$ cat config.mk
export PLATFORM = sky130hd
export DESIGN_NAME = fetch_unit
export DESIGN_NICKNAME = d
export VERILOG_FILES = /design/src/rtl/fetch_unit_pkg.sv /design/src/rtl/fetch_unit_buffer.sv /design/src/rtl/fetch_unit.sv
export SDC_FILE = /design/constraint.sdc
export NUM_CORES = 1
export LEC_CHECK = 0
export ABC_CLOCK_PERIOD_IN_PS = 4650
export CAP_MARGIN = 20
export CORE_MARGIN = 2
export CORE_UTILIZATION = 42
export CTS_BUF_LIST = sky130_fd_sc_hd__clkbuf_4
export CTS_CLUSTER_SIZE = 12
export DETAILED_ROUTE_END_ITERATION = 8
export PLACE_DENSITY = 0.74
export SLEW_MARGIN = 20
export SYNTH_ARGS = -nofsm -noshare
export SYNTH_HDL_FRONTEND = slang
export SYNTH_SLANG_ARGS = --single-unit
$ cat constraint.sdc
create_clock -name clk -period 4.65 [get_ports clk]
set_clock_uncertainty 0.1 [all_clocks]
set_input_delay 0.93 -clock clk [delete_from_list [all_inputs] [get_ports clk]]
set_output_delay 0.93 -clock clk [all_outputs]
set_load 0.01 [all_outputs]
$ cat src/rtl/fetch_unit_pkg.sv
// Shared types for the instruction-fetch front end and its buffers.
package fetch_unit_pkg;

    localparam int XLEN = 32;

    typedef enum logic [1:0] {
        IDLE  = 2'd0,
        WAIT  = 2'd1,
        DRAIN = 2'd2
    } fetch_state_e;

    typedef struct packed {
        logic [XLEN-1:0] addr;
        logic [XLEN-1:0] inst;
    } fetch_entry_t;

endpackage

$ cat src/rtl/fetch_unit_buffer.sv
// Small FIFO of fetch entries (address + instruction word).
// Also used by decode-side queues, so it knows nothing about the fetch FSM.
// clear wins over push and pop in the same cycle.
module fetch_buffer
    import fetch_unit_pkg::*;
#(
    parameter int DEPTH = 2
) (
    input  logic                         clk,
    input  logic                         rst,
    input  logic                         push,
    input  fetch_entry_t                 push_data,
    input  logic                         pop,
    input  logic                         clear,
    output logic [$clog2(DEPTH+1)-1:0]   count,
    output logic                         empty,
    output fetch_entry_t                 head
);

    localparam int CNT_W = $clog2(DEPTH + 1);
    localparam int PTR_W = (DEPTH > 1) ? $clog2(DEPTH) : 1;

    fetch_entry_t     mem [DEPTH];
    logic [PTR_W-1:0] wr_ptr;
    logic [PTR_W-1:0] rd_ptr;
    logic             full;
    logic             do_push;
    logic             do_pop;

    // Pointers wrap at DEPTH, which need not be a power of two.
    function automatic logic [PTR_W-1:0] ptr_inc(input logic [PTR_W-1:0] p);
        return (p == PTR_W'(DEPTH - 1)) ? '0 : p + PTR_W'(1);
    endfunction

    assign full    = (count == CNT_W'(DEPTH));
    assign empty   = (count == '0);
    assign do_pop  = pop && !empty;
    assign do_push = push && (!full || do_pop);
    assign head    = mem[rd_ptr];

    // Pointer and occupancy bookkeeping; clear empties the queue at the edge.
    always_ff @(posedge clk) begin
        if (rst || clear) begin
            wr_ptr <= '0;
            rd_ptr <= '0;
            count  <= '0;
        end else begin
            if (do_push) begin
                wr_ptr <= ptr_inc(wr_ptr);
            end
            if (do_pop) begin
                rd_ptr <= ptr_inc(rd_ptr);
            end
            case ({do_push, do_pop})
                2'b10:   count <= count + CNT_W'(1);
                2'b01:   count <= count - CNT_W'(1);
                default: count <= count;
            endcase
        end
    end

    // Entry storage; contents are don't-care while the queue is empty.
    always_ff @(posedge clk) begin
        if (do_push && !clear) begin
            mem[wr_ptr] <= push_data;
        end
    end

endmodule

$ cat src/rtl/fetch_unit.sv
// Instruction-fetch front end: reads one word per pc address from instruction
// memory, buffers it with its address and hands it to decode.
//
//   state | meaning
//   ------+-----------------------------------------------------------------
//   IDLE  | no request outstanding; issue when aligned, not flushing, space
//   WAIT  | request outstanding for the current pc; ack is captured
//   DRAIN | request outstanding but made stale by a redirect; ack discarded
module fetch_unit
    import fetch_unit_pkg::*;
#(
    parameter int DEPTH = 2
) (
    input  logic            clk,
    input  logic            rst,
    input  logic [XLEN-1:0] pc_addr,
    input  logic            flush,
    output logic            fetch_unit_valid,
    output logic            mem_req,
    output logic [XLEN-1:0] mem_addr,
    input  logic            mem_ack,
    input  logic [XLEN-1:0] mem_rdata,
    output logic            inst_valid,
    output logic [XLEN-1:0] inst,
    output logic [XLEN-1:0] inst_addr,
    input  logic            inst_ready
);

    localparam int CNT_W = $clog2(DEPTH + 1);

    fetch_state_e    state_q;
    fetch_state_e    state_d;
    logic            mem_req_d;
    logic [XLEN-1:0] mem_addr_d;

    logic             push;
    logic             pop;
    logic             buf_empty;
    logic [CNT_W-1:0] buf_count;
    logic [CNT_W-1:0] occupancy;
    logic             issue_ok;
    fetch_entry_t     push_entry;
    fetch_entry_t     head;

    // Flush hides the head so decode never consumes an entry about to vanish.
    assign inst_valid = !buf_empty && !flush;
    assign pop        = inst_valid && inst_ready;
    assign inst       = head.inst;
    assign inst_addr  = head.addr;

    // Space is reserved at issue time, counting a pop happening this cycle,
    // so the later push never finds the buffer full.
    assign occupancy  = buf_count - CNT_W'(pop);
    assign issue_ok   = !flush && (pc_addr[1:0] == 2'b00) && (occupancy < CNT_W'(DEPTH));

    // pc holds pc_addr until fetch_unit_valid, so it still names the reply.
    assign push_entry.addr = pc_addr;
    assign push_entry.inst = mem_rdata;

    // Next-state, request and capture decisions.
    always_comb begin
        state_d          = state_q;
        mem_req_d        = mem_req;
        mem_addr_d       = mem_addr;
        fetch_unit_valid = 1'b0;
        push             = 1'b0;
        case (state_q)
            IDLE: begin
                if (issue_ok) begin
                    mem_req_d  = 1'b1;
                    mem_addr_d = pc_addr;
                    state_d    = WAIT;
                end
            end
            WAIT: begin
                if (mem_ack) begin
                    mem_req_d = 1'b0;
                    state_d   = IDLE;
                    if (!flush) begin
                        push             = 1'b1;
                        fetch_unit_valid = 1'b1;
                    end
                end else if (flush) begin
                    state_d = DRAIN;
                end
            end
            DRAIN: begin
                if (mem_ack) begin
                    mem_req_d = 1'b0;
                    state_d   = IDLE;
                end
            end
            default: begin
                mem_req_d = 1'b0;
                state_d   = IDLE;
            end
        endcase
    end

    // State and memory-request registers; reset abandons any outstanding read.
    always_ff @(posedge clk) begin
        if (rst) begin
            state_q  <= IDLE;
            mem_req  <= 1'b0;
            mem_addr <= '0;
        end else begin
            state_q  <= state_d;
            mem_req  <= mem_req_d;
            mem_addr <= mem_addr_d;
        end
    end

    fetch_buffer #(
        .DEPTH (DEPTH)
    ) u_buffer (
        .clk       (clk),
        .rst       (rst),
        .push      (push),
        .push_data (push_entry),
        .pop       (pop),
        .clear     (flush),
        .count     (buf_count),
        .empty     (buf_empty),
        .head      (head)
    );

endmodule

=== Word-level counts from Yosys, hierarchy flattened ===
Memories as Yosys holds them, arrays and structs flattened. A register that Yosys moved wholly into a read port is not among the register bits.
Cells that the tools add are included.

* Add/subtract/negate cells: 5
* Order comparisons: 1
* Equality and inequality tests: 9
* Multiplexer cells: 18
* Reductions and logical operators: 20

{| class="wikitable"
|+ Operators with widths
! kind !! count
|-
| 1-bit 2-to-1 mux || 11
|-
| 2-bit 2-to-1 mux || 4
|-
| 1-bit logical AND || 7
|-
| 2-bit equality test, second input constant || 3
|-
| 2-bit logical NOT || 3
|-
| 2-bit one-hot mux with 3 select lines || 1
|-
| 2-bit by 1-bit equality test with 1-bit output, second input constant || 2
|-
| 2-bit != test, second input constant || 2
|-
| 2-bit one-hot mux with 2 select lines || 1
|-
| 2-bit AND reduction || 2
|-
| 1-bit logical NOT || 3
|-
| 3-bit != test, second input constant || 1
|-
| 3-bit AND reduction || 1
|-
| 1-bit adder, second input constant || 2
|-
| 2-bit by 1-bit adder with 2-bit output, second input constant || 1
|-
| 1-bit logical OR || 2
|-
| 2-bit < comparator, second input constant || 1
|-
| 2-bit by 1-bit != test with 1-bit output, second input constant || 1
|-
| 1-bit one-hot mux with 2 select lines || 1
|-
| 2-bit nonzero test || 1
|-
| 2-bit OR reduction || 1
|-
| 2-bit by 1-bit subtractor with 2-bit output || 1
|-
| 2-bit by 1-bit subtractor with 2-bit output, second input constant || 1
|}

* Bits in registers: 39
* Bits in writable memories: 128
* Input bits: 69
* Output and inout bits: 99
* Logic and storage cells: 60
* Memories: 1

{| class="wikitable"
|+ Memories
! memory !! depth !! width !! rd ports !! clocked after memory_dff !! write ports !! line !! text
|-
| u_buffer.mem || 2 || 64 || 1 || 1 || 1 || fetch_unit_buffer.sv:23 || <nowiki>fetch_entry_t mem [DEPTH];</nowiki>
|}

=== Depth between registers and ports, before layout ===
* Depth in word-level cells: 10
* Gate-level depth with buffers: 7

=== Cells and area by module ===
From an unflattened synthesis, not the netlist that was laid out.

* Cell total of the unflattened synthesis: 392
* Area total of the unflattened synthesis: 6,548.8 µm²

{| class="wikitable"
|+ By module, submodules not included
! module !! times used !! cells an instance !! area each (µm²) !! seq. area each (µm²)
|-
| fetch_buffer || 1 || 227 || 4,877.2 || 3,943.8
|-
| fetch_unit || 1 || 165 || 1,671.6 || 700.7
|}

=== Worst setup path before layout ===
OpenSTA, ideal clock, no wires.

* Path type: input-to-reg
* Start point: input port flush
* End point: memory u_buffer.mem[0][0] in the netlist's numbering, enable pin
* Data arrival time: 4.195 ns
* Setup slack: -0.139 ns
* Cell stages on the path: 3
* Path buffers: 1
* Cells stage by stage: buf_2 > a211oi_2 > nor2b_1

* Longest elaborated chain between the ends: 9
* Elaborated cells between the ends (all ways): 12
* Those cells by class: mux (5); reduce/logical (7)

{| class="wikitable"
|+ RTL lines
! element !! line !! text
|-
| from (decl) || fetch_unit.sv:17 || <nowiki>input logic flush,</nowiki>
|-
| 1-bit logical NOT || fetch_unit_buffer.sv:64, fetch_unit.sv:46 ||
|-
| 1-bit logical AND || fetch_unit.sv:46 || <nowiki>assign inst_valid = !buf_empty && !flush;</nowiki>
|-
| 1-bit logical AND || fetch_unit.sv:47 || <nowiki>assign pop = inst_valid && inst_ready;</nowiki>
|-
| 1-bit logical AND || fetch_unit_buffer.sv:37 || <nowiki>assign do_pop = pop && !empty;</nowiki>
|-
| 1-bit logical OR || fetch_unit_buffer.sv:38 || <nowiki>assign do_push = push && (!full || do_pop);</nowiki>
|-
| 1-bit logical AND || fetch_unit_buffer.sv:38 ||
|-
| 1-bit logical AND (*) || fetch_unit_buffer.sv:64 || <nowiki>if (do_push && !clear) begin</nowiki>
|-
| 1-bit 2-to-1 mux (*) || fetch_unit_buffer.sv:64 ||
|-
| 1-bit 2-to-1 mux (not written as such) (*) || fetch_unit_buffer.sv:65 || <nowiki>mem[wr_ptr] <= push_data;</nowiki>
|-
| to (decl) || fetch_unit_buffer.sv:23 ||
|}

Mark *: on every way between the ends. The rest lies on a longest branch, timed or not.

==> summary.txt <==
Status
  – Status: complete, no violations

Clock network
  – H-tree level count: 4
  – Clk slew on worst S/H paths: 0.12 ns
  – Clock root buffer: clkbuf_4
  – Setup Fix Bufs, Post-CTS: 0
  – Resize count post-CTS: 0
  – Inserted Clock Buffers: 17
  – CTS Buffer Depth: 2
  – TritonCTS clock tree: yes
  – Clk Latency, worst-skew pair: 0.53 ns
  – Sink Count: 168
  – Hold-fix buffer count after cts: 0

Yosys
  – Simple-gate share of the synthesized area: 6.626%
  – Largest cells by area after synthesis: edfxtp_1 61%, dfxtp_1 13%, mux2_2 11%
  – Mux cell area share after synthesis: 11.78%
  – Area fraction in compound gates after synthesis: 4.099%
  – Asr flop ratio synth: 0%
  – Synthesized cell area: 6289 um^2
  – Syn Area/Cell: 15.84 um^2
  – Yosys cell types: 33
  – Cells after Synth: 397
  – Post-synth top area share: 61.12%
  – Area share of fa/ha/maj cells after synthesis: 0.5969%
  – Mapped Nets: 469
  – Most used DFF post-synth: edfxtp_1
  – Largest family of logic cells by synthesized area: multiplexers
  – Synth Register Bits: 168
  – Area share of xor/xnor cells in the synthesized design: 0.4178%
  – Register area share after synthesis: 73.86%
  – Post-synth EDFFs: 128
  – Synth Warn #: 0
  – Synth area leader: edfxtp_1
  – Most frequent cell after synthesis: edfxtp_1
  – Most common library cells after synthesis: 128 x edfxtp_1, 64 x mux2_2, 40 x dfxtp_1

Detailed routing
  – # DRC: 0
  – Vias/cell: 4.950
  – Antenna Nets Post-Route: 0
  – Total routed wirelength: 12,830 um
  – Starting DRT DRC Count: 172
  – Routed WL per cell: 16.86 um
  – DRT Pass-1 Iters: 5
  – Vias: 3,767

Floorplan
  – Initial Utilization: 43.10%
  – Die ar.: 15,970 um^2
  – Die X: 126.4 um
  – Core ar.: 14,590 um^2
  – Io pins: 168
  – Die height: 126.4 um
  – Rows: 44

Min path
  – Hold-critical path depth: 2
  – Hold Crit Class: reg2reg
  – Worst min-delay path startpoint: mem_addr[27]
  – Hold path endpoint: mem_addr[27]

Layout
  – Synth-to-Final Area Change: 32.75%
  – Final #Nets: 636
  – Layout cells sized above 1: 18.72%
  – Ant diodes: 0

STA
  – Slew at the pin with the worst max-slew slack: 0.9468 ns
  – Final Cycle Share: 75.45%
  – # setup viols final: 0
  – Setup TNS: 0 ns
  – Fmax: 285.0 MHz
  – Worst slew margin: 36.58%
  – Slew Limit Fails: 0
  – Worst setup margin: 1.142 ns
  – Fin crit period: 3.508 ns
  – Fin. Hold Viols: 0
  – Unrepaired setup endpoints after global routing: false

GRT
  – Grt met3 use: 5.567%
  – Largest net degree at the start of global routing: 65
  – Vias in the first global route: 3,917
  – Initial antenna violation count: 0
  – GR met2 Demand/Resource: 27.84%
  – GRT Total Usage: 16.29%
  – Met1 Use GR: 18.77%
  – Global route overflow: 0
  – Most Crowded Layer GR: met2
  – Global-route wire length before repair: 19,930 um

Critical path
  – Crit path arrival time: 2.48 ns
  – R2R Path End: u_buffer.mem[1][22]
  – CP max FO: 64
  – R2R cell count: 5
  – Worst Setup End Kind: output pin
  – CP startpoint kind: flop
  – R2r setup slk: 2.22 ns
  – CP required: 3.62 ns
  – Worst R2R Start: state_q[1]
  – Setup CP Type: reg2out

Pwr
  – Power per cell area: 311.0 nW/um^2
  – Leakage power: 2.733 nW
  – Total Power: 0.002597 W
  – VDD IR max: 0.0001690 V

Run
  – Max cap viols: 0

Place
  – Hpwl dp: 8221 um
  – GPL Wtd Cong: 0.7201
  – I/O Buffers: 167
  – Pre-CTS setup slack: 1.211 ns
## worst max-delay path by stage
stage	from	end	slack (ns)
floorplan	flush	u_buffer.mem[0][0]	1.08
global placement	flush	inst_valid	1.22
detailed placement	flush	inst_valid	1.21
CTS	flop	inst_addr[29]	1.04
global route	flop	inst_addr[13]	0.95
finish	flop	inst_addr[30]	1.14
## per-stage QoR
step / instance area [um^2] / utilization [%] / hold WS [ns] / std cells
2_1_floorplan: 6291 / - / 0.3515 / 397
5_1_grt: 8348 / 57.22 / 0.3778 / 761
3_3_place_gp: 8080 / 55.39 / 0.3434 / 729
3_5_place_dp: 8080 / 55.39 / 0.3467 / 729
4_1_cts: 8348 / 57.22 / 0.3644 / 761
6_report: 8348 / 57.22 / 0.3643 / 761
## layer usage
metal / share of wire (%) / vias to the layer above
li1: - / 1808
met1: 42 / 1819
met2: 50 / 121
met3: 6.4 / 19
met4: 1.8 / 0
met5: 0 / -
## kinds of logic after synthesis
group           after synthesis
flops                       168
buf+inv                      28
compound gates               42
fa+ha+maj                     3
xor+xnor                      3
mux                          66
simple gates                 87
## cell type report
| cell class | instances | area, um^2 |
|---|---|---|
| clock inverter | 14 | 132.6 |
| clock buffer | 18 | 135.1 |
| timing repair buffer | 171 | 1697 |
| inverter | 5 | 18.77 |
| tap | 184 | 230.2 |
| sequential | 168 | 4646 |
| fill | 1151 | 6241 |
| multi-input combinational | 201 | 1489 |
## critical path, stage by stage (launching register included)
cell	delay, ns
dfxtp_2	0.33
buf_4	0.67
mux2_2	0.41
clkdlybuf4s50_1	0.51
## registers in the layout, summed over array words and instances, names as in the netlist, named ones only
signal,cells
u_buffer.count,2
u_buffer.rd_ptr,1
u_buffer.mem,128
state_q,2
mem_req,1
u_buffer.wr_ptr,1
mem_addr,32
## power by group
| part | total (W) | internal [W] | switching [W] |
|---|---|---|---|
| registers | 0.00163 | 0.00163 | 0.00000686 |
| clock network | 0.000794 | 0.000319 | 0.000475 |
| logic | 0.000168 | 0.0000939 | 0.0000744 |
## cells in the final DEF (no fill, tap or decap), drive strengths merged, types with 5 or more instances in the layout
cell type      count
nand3             31
inv                6
dfxtp             40
edfxtp           128
clkbuf            18
a21oi             34
clkdlybuf4s50    166
nor3               6
nor2               5
buf                5
nand2             36
clkinv             9
mux2              64
(Power assumes the default switching activity.)
